### src/rtl/tetris_pkg.sv
// Shared definitions for the Tetris command path: action codes, sequencer
// states and the default block parameters.
package tetris_pkg;

  // Action codes carried in the upper half of every command beat
  localparam int ACT_NOP    = 0;
  localparam int ACT_DOWN   = 1;
  localparam int ACT_LEFT   = 2;
  localparam int ACT_RIGHT  = 3;
  localparam int ACT_ROTATE = 4;
  localparam int ACT_SPAWN  = 5;

  typedef enum logic [2:0] {
    ST_IDLE,
    ST_SPAWN,
    ST_PLAY,
    ST_LOCK,
    ST_OVER
  } state_t;

  localparam int DEF_WIDTH          = 8;
  localparam int DEF_SHAPE_COUNT    = 7;
  localparam int DEF_GRAVITY_PERIOD = 16;
  localparam int DEF_CMD_DEPTH      = 4;

endpackage

### src/rtl/cmd_fifo.sv
// Small synchronous FIFO buffering player actions. The head entry is visible
// on rdata whenever the FIFO is not empty; flush empties it in one cycle.
module cmd_fifo #(
  parameter int WIDTH = 8,
  parameter int DEPTH = 4
) (
  input  logic             clk,
  input  logic             rst,
  input  logic             flush,
  input  logic             push,
  input  logic [WIDTH-1:0] wdata,
  input  logic             pop,
  output logic [WIDTH-1:0] rdata,
  output logic             full,
  output logic             empty
);

  localparam int AW = $clog2(DEPTH);

  logic [WIDTH-1:0] mem [DEPTH];
  logic [AW:0]      wr_ptr;
  logic [AW:0]      rd_ptr;

  // Extra pointer bit distinguishes full from empty when the indices match
  assign empty = (wr_ptr == rd_ptr);
  assign full  = (wr_ptr[AW] != rd_ptr[AW]) && (wr_ptr[AW-1:0] == rd_ptr[AW-1:0]);
  assign rdata = mem[rd_ptr[AW-1:0]];

  // Pointer update; flush wins over a same-cycle push or pop
  always_ff @(posedge clk or posedge rst) begin
    if (rst) begin
      wr_ptr <= '0;
      rd_ptr <= '0;
    end else if (flush) begin
      wr_ptr <= '0;
      rd_ptr <= '0;
    end else begin
      if (push && !full)
        wr_ptr <= wr_ptr + 1'b1;
      if (pop && !empty)
        rd_ptr <= rd_ptr + 1'b1;
    end
  end

  // Storage write, data only so no reset
  always_ff @(posedge clk) begin
    if (push && !full && !flush)
      mem[wr_ptr[AW-1:0]] <= wdata;
  end

endmodule

### src/rtl/command_sequencer.sv
// Game-command sequencer: merges buffered player moves, gravity DOWN steps and
// SPAWN beats into one {action, data} stream toward the game engine, and
// tracks the piece lifecycle through spawn, play, lock and game over.
module command_sequencer import tetris_pkg::*; #(
  parameter int WIDTH          = DEF_WIDTH,
  parameter int SHAPE_COUNT    = DEF_SHAPE_COUNT,
  parameter int GRAVITY_PERIOD = DEF_GRAVITY_PERIOD,
  parameter int CMD_DEPTH      = DEF_CMD_DEPTH
) (
  input  logic               clk,
  input  logic               rst,
  input  logic               start,
  input  logic [WIDTH-1:0]   player_cmd,
  input  logic               player_valid,
  output logic               player_ready,
  input  logic [WIDTH-1:0]   prng_data,
  output logic               prng_en,
  input  logic               is_touch,
  input  logic               is_lose,
  output logic [2*WIDTH-1:0] out_data,
  output logic               out_valid,
  input  logic               out_ready,
  output logic               game_over
);

  localparam int               GW        = $clog2(GRAVITY_PERIOD);
  localparam logic [GW-1:0]    GRAV_LAST = GW'(GRAVITY_PERIOD - 1);
  localparam logic [WIDTH-1:0] SHAPE_N   = WIDTH'(SHAPE_COUNT);
  localparam logic [WIDTH-1:0] MOVE_DATA = WIDTH'(1);

  function automatic logic [2*WIDTH-1:0] beat(input logic [WIDTH-1:0] act,
                                               input logic [WIDTH-1:0] d);
    return {act, d};
  endfunction

  function automatic logic [2*WIDTH-1:0] spawn_beat(input logic [WIDTH-1:0] r);
    return beat(WIDTH'(ACT_SPAWN), r % SHAPE_N);
  endfunction

  function automatic logic is_move(input logic [WIDTH-1:0] c);
    return (c == WIDTH'(ACT_DOWN))  || (c == WIDTH'(ACT_LEFT)) ||
           (c == WIDTH'(ACT_RIGHT)) || (c == WIDTH'(ACT_ROTATE));
  endfunction

  state_t             state;
  logic [GW-1:0]      grav_cnt;
  logic               pending_down;
  logic               touch_pending;

  logic [WIDTH-1:0]   fifo_head;
  logic               fifo_full;
  logic               fifo_empty;
  logic               fifo_push;
  logic               fifo_pop;
  logic               fifo_flush;

  logic               outstanding;
  logic               accept;
  logic               touch_lock;
  logic               slot;
  logic               issue_vld;
  logic [2*WIDTH-1:0] issue_data;

  assign player_ready = !fifo_full && (state != ST_OVER);
  assign fifo_push    = player_valid && player_ready;
  assign fifo_flush   = (state == ST_LOCK) || (state == ST_OVER);
  assign accept       = out_valid && out_ready;
  assign outstanding  = out_valid && !out_ready;

  cmd_fifo #(
    .WIDTH (WIDTH),
    .DEPTH (CMD_DEPTH)
  ) u_fifo (
    .clk   (clk),
    .rst   (rst),
    .flush (fifo_flush),
    .push  (fifo_push),
    .wdata (player_cmd),
    .pop   (fifo_pop),
    .rdata (fifo_head),
    .full  (fifo_full),
    .empty (fifo_empty)
  );

  // Next-beat selection: gravity first, then FIFO head; non-move codes are
  // popped without producing a beat. The output slot may also be refilled in
  // the cycle the SPAWN beat is accepted so play starts without a bubble.
  always_comb begin
    touch_lock = (is_touch || touch_pending) && !outstanding;
    slot       = 1'b0;
    if (state == ST_PLAY)
      slot = !is_lose && !touch_lock && !outstanding;
    else if (state == ST_SPAWN)
      slot = !is_lose && accept;
    fifo_pop   = slot && !pending_down && !fifo_empty;
    issue_vld  = slot && (pending_down || (!fifo_empty && is_move(fifo_head)));
    issue_data = pending_down ? beat(WIDTH'(ACT_DOWN), MOVE_DATA)
                              : beat(fifo_head, MOVE_DATA);
  end

  // Sequencer FSM with registered outputs and gravity timer
  always_ff @(posedge clk or posedge rst) begin
    if (rst) begin
      state         <= ST_IDLE;
      out_valid     <= 1'b0;
      out_data      <= '0;
      prng_en       <= 1'b0;
      game_over     <= 1'b0;
      grav_cnt      <= '0;
      pending_down  <= 1'b0;
      touch_pending <= 1'b0;
    end else begin
      prng_en <= 1'b0;
      case (state)
        ST_IDLE: begin
          if (start) begin
            state     <= ST_SPAWN;
            out_valid <= 1'b1;
            out_data  <= spawn_beat(prng_data);
          end
        end
        ST_SPAWN: begin
          if (is_lose) begin
            state     <= ST_OVER;
            out_valid <= 1'b0;
            game_over <= 1'b1;
          end else if (accept) begin
            state     <= ST_PLAY;
            prng_en   <= 1'b1;
            grav_cnt  <= '0;
            out_valid <= issue_vld;
            if (issue_vld)
              out_data <= issue_data;
          end
        end
        ST_PLAY: begin
          grav_cnt <= (grav_cnt == GRAV_LAST) ? '0 : grav_cnt + 1'b1;
          if (is_lose) begin
            state     <= ST_OVER;
            out_valid <= 1'b0;
            game_over <= 1'b1;
          end else if (touch_lock) begin
            state     <= ST_LOCK;
            out_valid <= 1'b0;
          end else if (is_touch) begin
            touch_pending <= 1'b1;
          end else if (!outstanding) begin
            out_valid <= issue_vld;
            if (issue_vld)
              out_data <= issue_data;
            if (pending_down)
              pending_down <= 1'b0;
          end
          // A new gravity request overrides a same-cycle consume
          if (grav_cnt == GRAV_LAST)
            pending_down <= 1'b1;
        end
        ST_LOCK: begin
          pending_down  <= 1'b0;
          touch_pending <= 1'b0;
          state         <= ST_SPAWN;
          out_valid     <= 1'b1;
          out_data      <= spawn_beat(prng_data);
        end
        ST_OVER: begin
          pending_down  <= 1'b0;
          touch_pending <= 1'b0;
          if (start) begin
            state     <= ST_SPAWN;
            game_over <= 1'b0;
            out_valid <= 1'b1;
            out_data  <= spawn_beat(prng_data);
          end
        end
        default: state <= ST_IDLE;
      endcase
    end
  end

endmodule

### config.mk
export PLATFORM = sky130hd
export DESIGN_NAME = command_sequencer
export DESIGN_NICKNAME = d
export VERILOG_FILES = /design/src/rtl/tetris_pkg.sv /design/src/rtl/cmd_fifo.sv /design/src/rtl/command_sequencer.sv
export SDC_FILE = /design/constraint.sdc
export NUM_CORES = 1
export LEC_CHECK = 0
export CELL_PAD_IN_SITES_DETAIL_PLACEMENT = 0
export CELL_PAD_IN_SITES_GLOBAL_PLACEMENT = 2
export CORE_MARGIN = 4
export CORE_UTILIZATION = 33
export CTS_CLUSTER_SIZE = 25
export DETAILED_ROUTE_END_ITERATION = 8
export PLACE_DENSITY = 0.74
export SYNTH_ARGS = -nofsm -noshare
export SYNTH_HDL_FRONTEND = slang
export SYNTH_SLANG_ARGS = --single-unit
### constraint.sdc
create_clock -name clk -period 2.5 [get_ports clk]
set_clock_uncertainty 0.2 [all_clocks]
set_input_delay 0.5 -clock clk [delete_from_list [all_inputs] [get_ports clk]]
set_output_delay 0.5 -clock clk [all_outputs]
set_load 0.01 [all_outputs]
==> flow_summary.json, run 1 <==
{
  "status": "finished with violations",
  "violations": "negative setup slack",
  "clk_pin_slew_worst_paths_ns": 0.07,
  "drive_gt1_share_pct": 38.5,
  "criticalPathCategory": "in -> reg",
  "cpPeakStageDelay_ns": 0.56,
  "synth.cell_area_um2": 3580,
  "synth.distinct_cells": 71,
  "dr.pass1.iters": 4,
  "p_leak_nw": 2.15,
  "antenna_found_initial": 0,
  "grt_max_degree": 35,
  "met3_usage_pct": 3.45,
  "grt_pass1_wl_mm": 14.4,
  "drc": 0,
  "ctsHoldBuffers": 0,
  "synthCells": 328,
  "ys_ff_latch": 66,
  "cts-htree-levels": 3,
  "nets": 486,
  "cts_tree": "done",
  "die-height_um": 112,
  "busiest_layer": "met2",
  "initial_core_util_pct": 34.2,
  "rr_startpoint": "state[2]",
  "crit_path_top_delay_cell": "or4_4",
  "hold_end": "out_data[6]",
  "vias": 2918,
  "cpMostUsedCell": "buf_6",
  "core_um2": 10500,
  "hold_violations": 0,
  "grtUsageMet2_pct": 22.1,
  "n_antenna_cell": 0,
  "yosys_warnings": 0,
  "first_global_vias": 2939,
  "reg2reg_to": "out_data[5]",
  "cts_root_buffer": "clkbuf_8",
  "overflow": 0,
  "p_int_mw": 2.87,
  "whs_ns": 0.288,
  "critical_path_required_ns": 2.56,
  "portBuffers": 42,
  "seq_area_frac_synth_pct": 50.6,
  "gp_congestion": 0.813,
  "worstHoldStart": "out_data[6]",
  "cts_buffer_depth": 2,
  "arrival_ns": 3.10,
  "ys_dominant_reg_cell": "dfrtp_1",
  "vdd_ir_drop_max_uv": 359,
  "crit_fanout": 5,
  "fillers": 972,
  "syn_to_final_growth_pct": 46.0,
  "wl_per_cell_um": 14.3,
  "fmax_ghz": 0.328,
  "start_kind": "input port",
  "rows": 37,
  "setup_ws_ns": -0.548,
  "slew_headroom_pct": 71.1,
  "max_cap_violations": 0,
  "die_w_um": 112,
  "cts.sinks": 66,
  "power_frac_comb_pct": 42.5,
  "swShare_pct": 34.0,
  "cp.buffers_inverters": 3,
  "pwr-share-clk_pct": 20.1,
  "viasPerCell": 4.90,
  "min_delay_path_depth": 1,
  "grtUsageMet1_pct": 19.4,
  "place_hpwl_mm": 6.40,
  "cp_top_family": "simple AND/OR/NAND/NOR gates",
  "rsz0062_at_grt": "yes",
  "powerDensity_nw_per_um2": 831,
  "p_switching_mw": 1.48,
  "yosysTopAreaCell": "edfxtp_1",
  "hp-class": "reg -> reg",
  "die-area_um2": 12600,
  "crit_cells": 14,
  "drt_iter0_markers": 149,
  "slew_violations": 0,
  "timing.final.crit_share_pct": 122,
  "routed_wirelength_mm": 8.53,
  "r2r_slack_ns": -0.10,
  "async_reset_ff_share_pct": 51.5,
  "cts_buffers": 9,
  "setup_viol": 14,
  "cp_cell_sequence": "buf_6 > or2b_4 > a221oi_2 > a211oi_2 > or2_4 > ha_4 > and2_4 > a32oi_4 > buf_6 > buf_6 > nand3_4 > mux2i_2 > or4_4 > o21ai_2",
  "post-place-ws_ns": -1.37,
  "synth.net_count": 359,
  "synth_top_area_share_pct": 26.8,
  "synth_edf_count": 32,
  "period_minus_slack_ns": 3.05,
  "reg2reg_depth": 9,
  "worst_slew_pin_slew_ns": 0.423,
  "ant_nets": 0,
  "synth.area.top_cells": "edfxtp_1 27%, dfrtp_1 24%, nand2_1 3.4%, and2_1 2.8%, ha_1 2.8%",
  "seqPwrFrac_pct": 37.3,
  "cp-end-kind": "register",
  "io_pins": 43,
  "syn_area_per_cell_um2": 10.9,
  "grt.total_usage_pct": 13.9,
  "clk_latency_ns": 0.33
}
cell type report:
class                           count  area [um2]  share of cell area [%]
Sequential cell                    66        1810                    34.7
Tap cell                          136         170                    3.25
Multi-Input combinational cell    239        1880                    35.9
Clock inverter                      7        70.1                    1.34
Timing Repair Buffer              132        1150                    22.0
Clock buffer                        9         124                    2.37
Inverter                            7        26.3                   0.503
registers in the layout (all words and copies together) (netlist names):
name and cells:
game_over 1, grav_cnt 4, out_data 16, out_valid 1, pending_down 1, prng_en 1
state 3, touch_pending 1, u_fifo.mem 32, u_fifo.rd_ptr 3, u_fifo.wr_ptr 3
cell families after synthesis:
group,count (synthesis),synth area share (%)
compound gates,92,18.9
xor+xnor,11,2.69
fa+ha+maj,8,2.80
buf+inv,23,3.53
flops,66,50.6
mux,7,3.04
simple gates,121,18.5
repair_timing:
item / 4_1_cts / 5_1_grt
gates resized for setup: 57 / 28
setup buffers: 12 / 4
setup endpoints to repair: 18 / 18
pin swaps: 20 / 14
hold endpoints to repair: 0 / 0
power by group through the flow:
stage / logic, mW / registers, mW / clock network (mW)
after global placement: 1.70 / 1.64 / 0
after detailed placement: 1.70 / 1.65 / 0
after floorplan: 0.884 / 1.65 / 0
after CTS: 1.79 / 1.62 / 0.898
after global routing: 2.04 / 1.66 / 0.957
final: 1.85 / 1.62 / 0.875
cells in the mapped netlist, types with 3 or more instances:
cell and number:
dfrtp_1 34, edfxtp_1 32, nand2_1 32, nor2_1 22
a21oi_1 17, o21ai_0 17, and2_1 16, ha_1 8
inv_1 7, a31oi_1 6, clkbuf_1 6, nor2b_1 6
xor2_1 6, buf_2 5, o211ai_1 5, xnor2_1 5
a211oi_1 4, buf_6 4, nand3_1 4, nand4_1 4
nor3_1 4, o21ai_1 4, or2_2 4, a21boi_0 3
a221oi_1 3, a22o_1 3, and3_1 3, mux2i_1 3
mux4_2 3, nand2b_1 3, nand3b_1 3, nor4_1 3
o31ai_1 3, o32ai_1 3
per-stage QoR:
step | power [mW] | setup TNS [ns] | cell area, um2 | util [%] | cells
final | 4.34 | -3.80 | 5230 | 50.0 | 596
after detailed placement | 3.35 | -15.93 | 4760 | 45.5 | 566
after global placement | 3.33 | -15.05 | 4760 | 45.5 | 566
after CTS | 4.30 | -3.75 | 5130 | 49.0 | 594
after global routing | 4.66 | -4.78 | 5230 | 50.0 | 596
after floorplan | 2.54 | -6.43 | 3720 | - | 328
worst reg2reg max path, cell delays in order (launching register included):
cell	delay, ns
dfrtp_1	0.41
nor4b_4	0.28
or4b_4	0.51
buf_6	0.14
a21oi_2	0.11
nor2_1	0.06
a211o_1	0.37
buf_12	0.16
a21oi_1	0.18
o21ai_2	0.07
worst max path at each step:
stage                      start     endpoint  slack [ns]
CTS                 prng_data[5]  out_data[7]       -0.60
global placement    prng_data[2]  out_data[7]       -1.26
floorplan           prng_data[5]  out_data[5]       -0.97
finish              prng_data[2]  out_data[7]       -0.55
detailed placement  prng_data[2]  out_data[7]       -1.37
global route        prng_data[3]  out_data[1]       -0.63
cell usage in the layout (no fill, tap or decap), drive strengths merged, types with 4 or more instances in the layout:
cell and n:
clkinv 6, ha 8, a31oi 6, nor2 22
a221oi 4, nor2b 6, nand2 33, inv 7
nand4 4, a21oi 18, or2 4, edfxtp 32
and3 4, dfrtp 34, clkdlybuf4s50 34, nand3 4
o21ai 21, clkbuf 11, and2 17, nor3 5
o32ai 4, xnor2 5, buf 95, xor2 6
a211oi 5, o211ai 7
layer usage:
layer,vias up,wire length (um)
li1,1485,-
met1,1389,4140
met2,38,4080
met3,6,236
met4,0,77
met5,-,0
Power figures use the tool's default switching activity.
==> run 2: changes to the inputs <==
Settings changed: PLACE_DENSITY 0.74 to 0.73, SYNTH_HIERARCHICAL set to 1.
==> flow_summary.json, run 2 <==
{
  "viasPerCell": 5.18,
  "cts_buffer_depth": 2,
  "crit_path_top_delay_cell": "a211o_4",
  "criticalPathCategory": "in -> reg",
  "clk_pin_slew_worst_paths_ns": 0.06,
  "die_w_um": 117,
  "yosysTopAreaCell": "edfxtp_1",
  "ys_dominant_reg_cell": "dfrtp_1",
  "io_pins": 43,
  "setup_viol": 23,
  "p_leak_nw": 2.55,
  "worst_slew_pin_slew_ns": 0.425,
  "clk_latency_ns": 0.33,
  "initial_core_util_pct": 33.9,
  "grt.total_usage_pct": 16.8,
  "synth.area.top_cells": "edfxtp_1 25%, dfrtp_1 22%, mux4_2 4.6%, nand2_1 3.6%, o21ai_0 2.7%",
  "arrival_ns": 2.96,
  "seq_area_frac_synth_pct": 46.6,
  "gp_congestion": 0.858,
  "finalPower_mw": 6.31,
  "cp-end-kind": "register",
  "synth_edf_count": 32,
  "synth-xor-area-share_pct": 2.86,
  "cp.buffers_inverters": 3,
  "slew_violations": 0,
  "yosysMostFrequentCell": "nand2_1",
  "syn_area_per_cell_um2": 10.6,
  "die-height_um": 117,
  "overflow": 0,
  "portBuffers": 42,
  "yosys_warnings": 6,
  "ctsHoldBuffers": 0,
  "drt_iter0_markers": 182,
  "period_minus_slack_ns": 2.93,
  "synth.distinct_cells": 72,
  "setup_ws_ns": -0.430,
  "cp_top_family": "compound AO/OA/AOI/OAI gates",
  "rows": 39,
  "postLayoutCoreUtil_pct": 53.9,
  "violations": "negative setup slack",
  "rsz0062_at_grt": "yes",
  "first_global_vias": 3636,
  "synth_top_family_by_area": "compound AO/OA/AOI/OAI gates",
  "routed_wirelength_mm": 11.1,
  "fillers": 996,
  "fin_setup_tns_ns": -3.52,
  "synth.cell_area_um2": 3890,
  "cts.sinks": 66,
  "layout.cells.non_filler": 683,
  "cts_tree": "done",
  "cts_buffers": 9,
  "synth_adder_area_share_pct": 2.57,
  "synth_top_area_share_pct": 24.7,
  "largest_reg_flops": 32,
  "async_reset_ff_share_pct": 51.5,
  "status": "finished with violations",
  "fmax_ghz": 0.341,
  "nets": 566,
  "antenna_found_initial": 0,
  "hp-class": "in -> async",
  "whs_ns": 0.225,
  "grt_max_degree": 29,
  "mostFrequentLayoutCell": "buf_4",
  "cp_cell_sequence": "buf_8 > buf_6 > a211o_4 > a311oi_2 > a311o_1 > ha_4 > a21o_1 > nand2_2 > a31o_4 > ha_4 > inv_4 > a2111oi_4 > o2bb2ai_4 > nor2b_1 > o31ai_1",
  "dr.pass1.iters": 4,
  "max_cap_violations": 0,
  "seqCellArea_um2": 1810,
  "synth.net_count": 399,
  "place_hpwl_mm": 7.87,
  "wl_per_cell_um": 16.2,
  "drive_gt1_share_pct": 44.4,
  "hold_violations": 0,
  "start_kind": "input port",
  "vdd_ir_drop_max_uv": 695,
  "multi_input_area_um2": 2240,
  "syn_to_final_growth_pct": 58.8,
  "ys_ff_latch": 66,
  "most-common-layout-cells": "112 x buf_4, 35 x clkdlybuf4s50_1, 32 x dfrtp_1, 32 x edfxtp_1, 31 x nand2_1",
  "n_antenna_cell": 0,
  "crit_fanout": 5,
  "synthCells": 368,
  "cpPeakStageDelay_ns": 0.33,
  "grt_pass1_wl_mm": 17.9,
  "critical_path_required_ns": 2.53,
  "ant_nets": 0,
  "die-area_um2": 13600,
  "powerDensity_nw_per_um2": 1020,
  "cts_root_buffer": "clkbuf_16",
  "timing.final.crit_share_pct": 117,
  "slew_headroom_pct": 71.3,
  "drc": 0,
  "synth_common_cells": "37 x nand2_1, 34 x dfrtp_1, 32 x edfxtp_1, 24 x nor2_1, 21 x o21ai_0",
  "cts-htree-levels": 3,
  "synth_compound_area_share_pct": 20.1,
  "core_um2": 11500,
  "synth_simple_gate_area_share_pct": 17.4,
  "synth_mux_area_share_pct": 4.89,
  "cpMostUsedCell": "ha_4",
  "place_inst": 643,
  "vias": 3540
}
run 2: metrics by stage:
step,cell area [um2],setup WS [ns]
global route,6180,-0.543
detailed placement,5310,-1.28
finish,6180,-0.430
floorplan,4010,-0.799
global placement,5310,-1.24
CTS,5870,-0.396
run 2: timing repair:
item                                    in CTS  in global routing
gates resized for setup                     69                 62
setup buffers                               16                 22
pin swaps                                   26                 24
hold endpoints to repair                     0                  0
endpoints found under the setup margin      50                 54
cloned                                       0                  0
run 2: cell type report:
class	count	area share (%)
inverter	15	0.952
tap	143	2.90
clock inverter	4	0.891
timing repair buffer	179	25.2
sequential	66	29.4
clock buffer	12	4.33
multi-input combinational	264	36.3
run 2: cells by family after synthesis:
family,Yosys count
and+or+nand+nor,131
AOI/OAI and AO/OA,105
muxes,9
xor gates and xnor gates,11
DFF,66
adders and majority gates,8
buffers and inverters,38
run 2: path summary, 6_finish.rpt:
kind / from / endpoint / slack [ns] / depth (start not counted)
worst min-delay path: rst / u_fifo/wr_ptr[1] / 0.23 / 2
max in group asynchronous: rst / out_data[7] / 1.43 / 3
worst max register to register: u_fifo/rd_ptr[0] / out_data[2] / -0.15 / 9
min in group clk: grav_cnt[3] / grav_cnt[3] / 0.28 / 1
worst min register to register: grav_cnt[3] / grav_cnt[3] / 0.28 / 1
worst max-delay path: prng_data[7] / out_data[1] / -0.43 / 15
run 2: metal layers:
layer  vias up  share of wire, %  track usage (%)
li1       1726                 -                -
met1      1746                44             21.0
met2        52                52             29.5
met3        16               2.6             3.16
met4         0               1.5             4.82
met5         -                 0                0
run 2: report_power, final:
group	internal, mW	total [mW]	leakage [nW]	switching, mW
combinational	1.73	3.30	1.66	1.57
clock	0.867	1.34	0.155	0.472
sequential	1.46	1.68	0.730	0.221
total	4.05	6.31	2.55	2.26
==> run 3: changes to the inputs <==
Settings changed: CAP_MARGIN set to 40.
==> results of run 3 <==
Same layout as run 2: the final DEF is identical, and so are final timing and power.
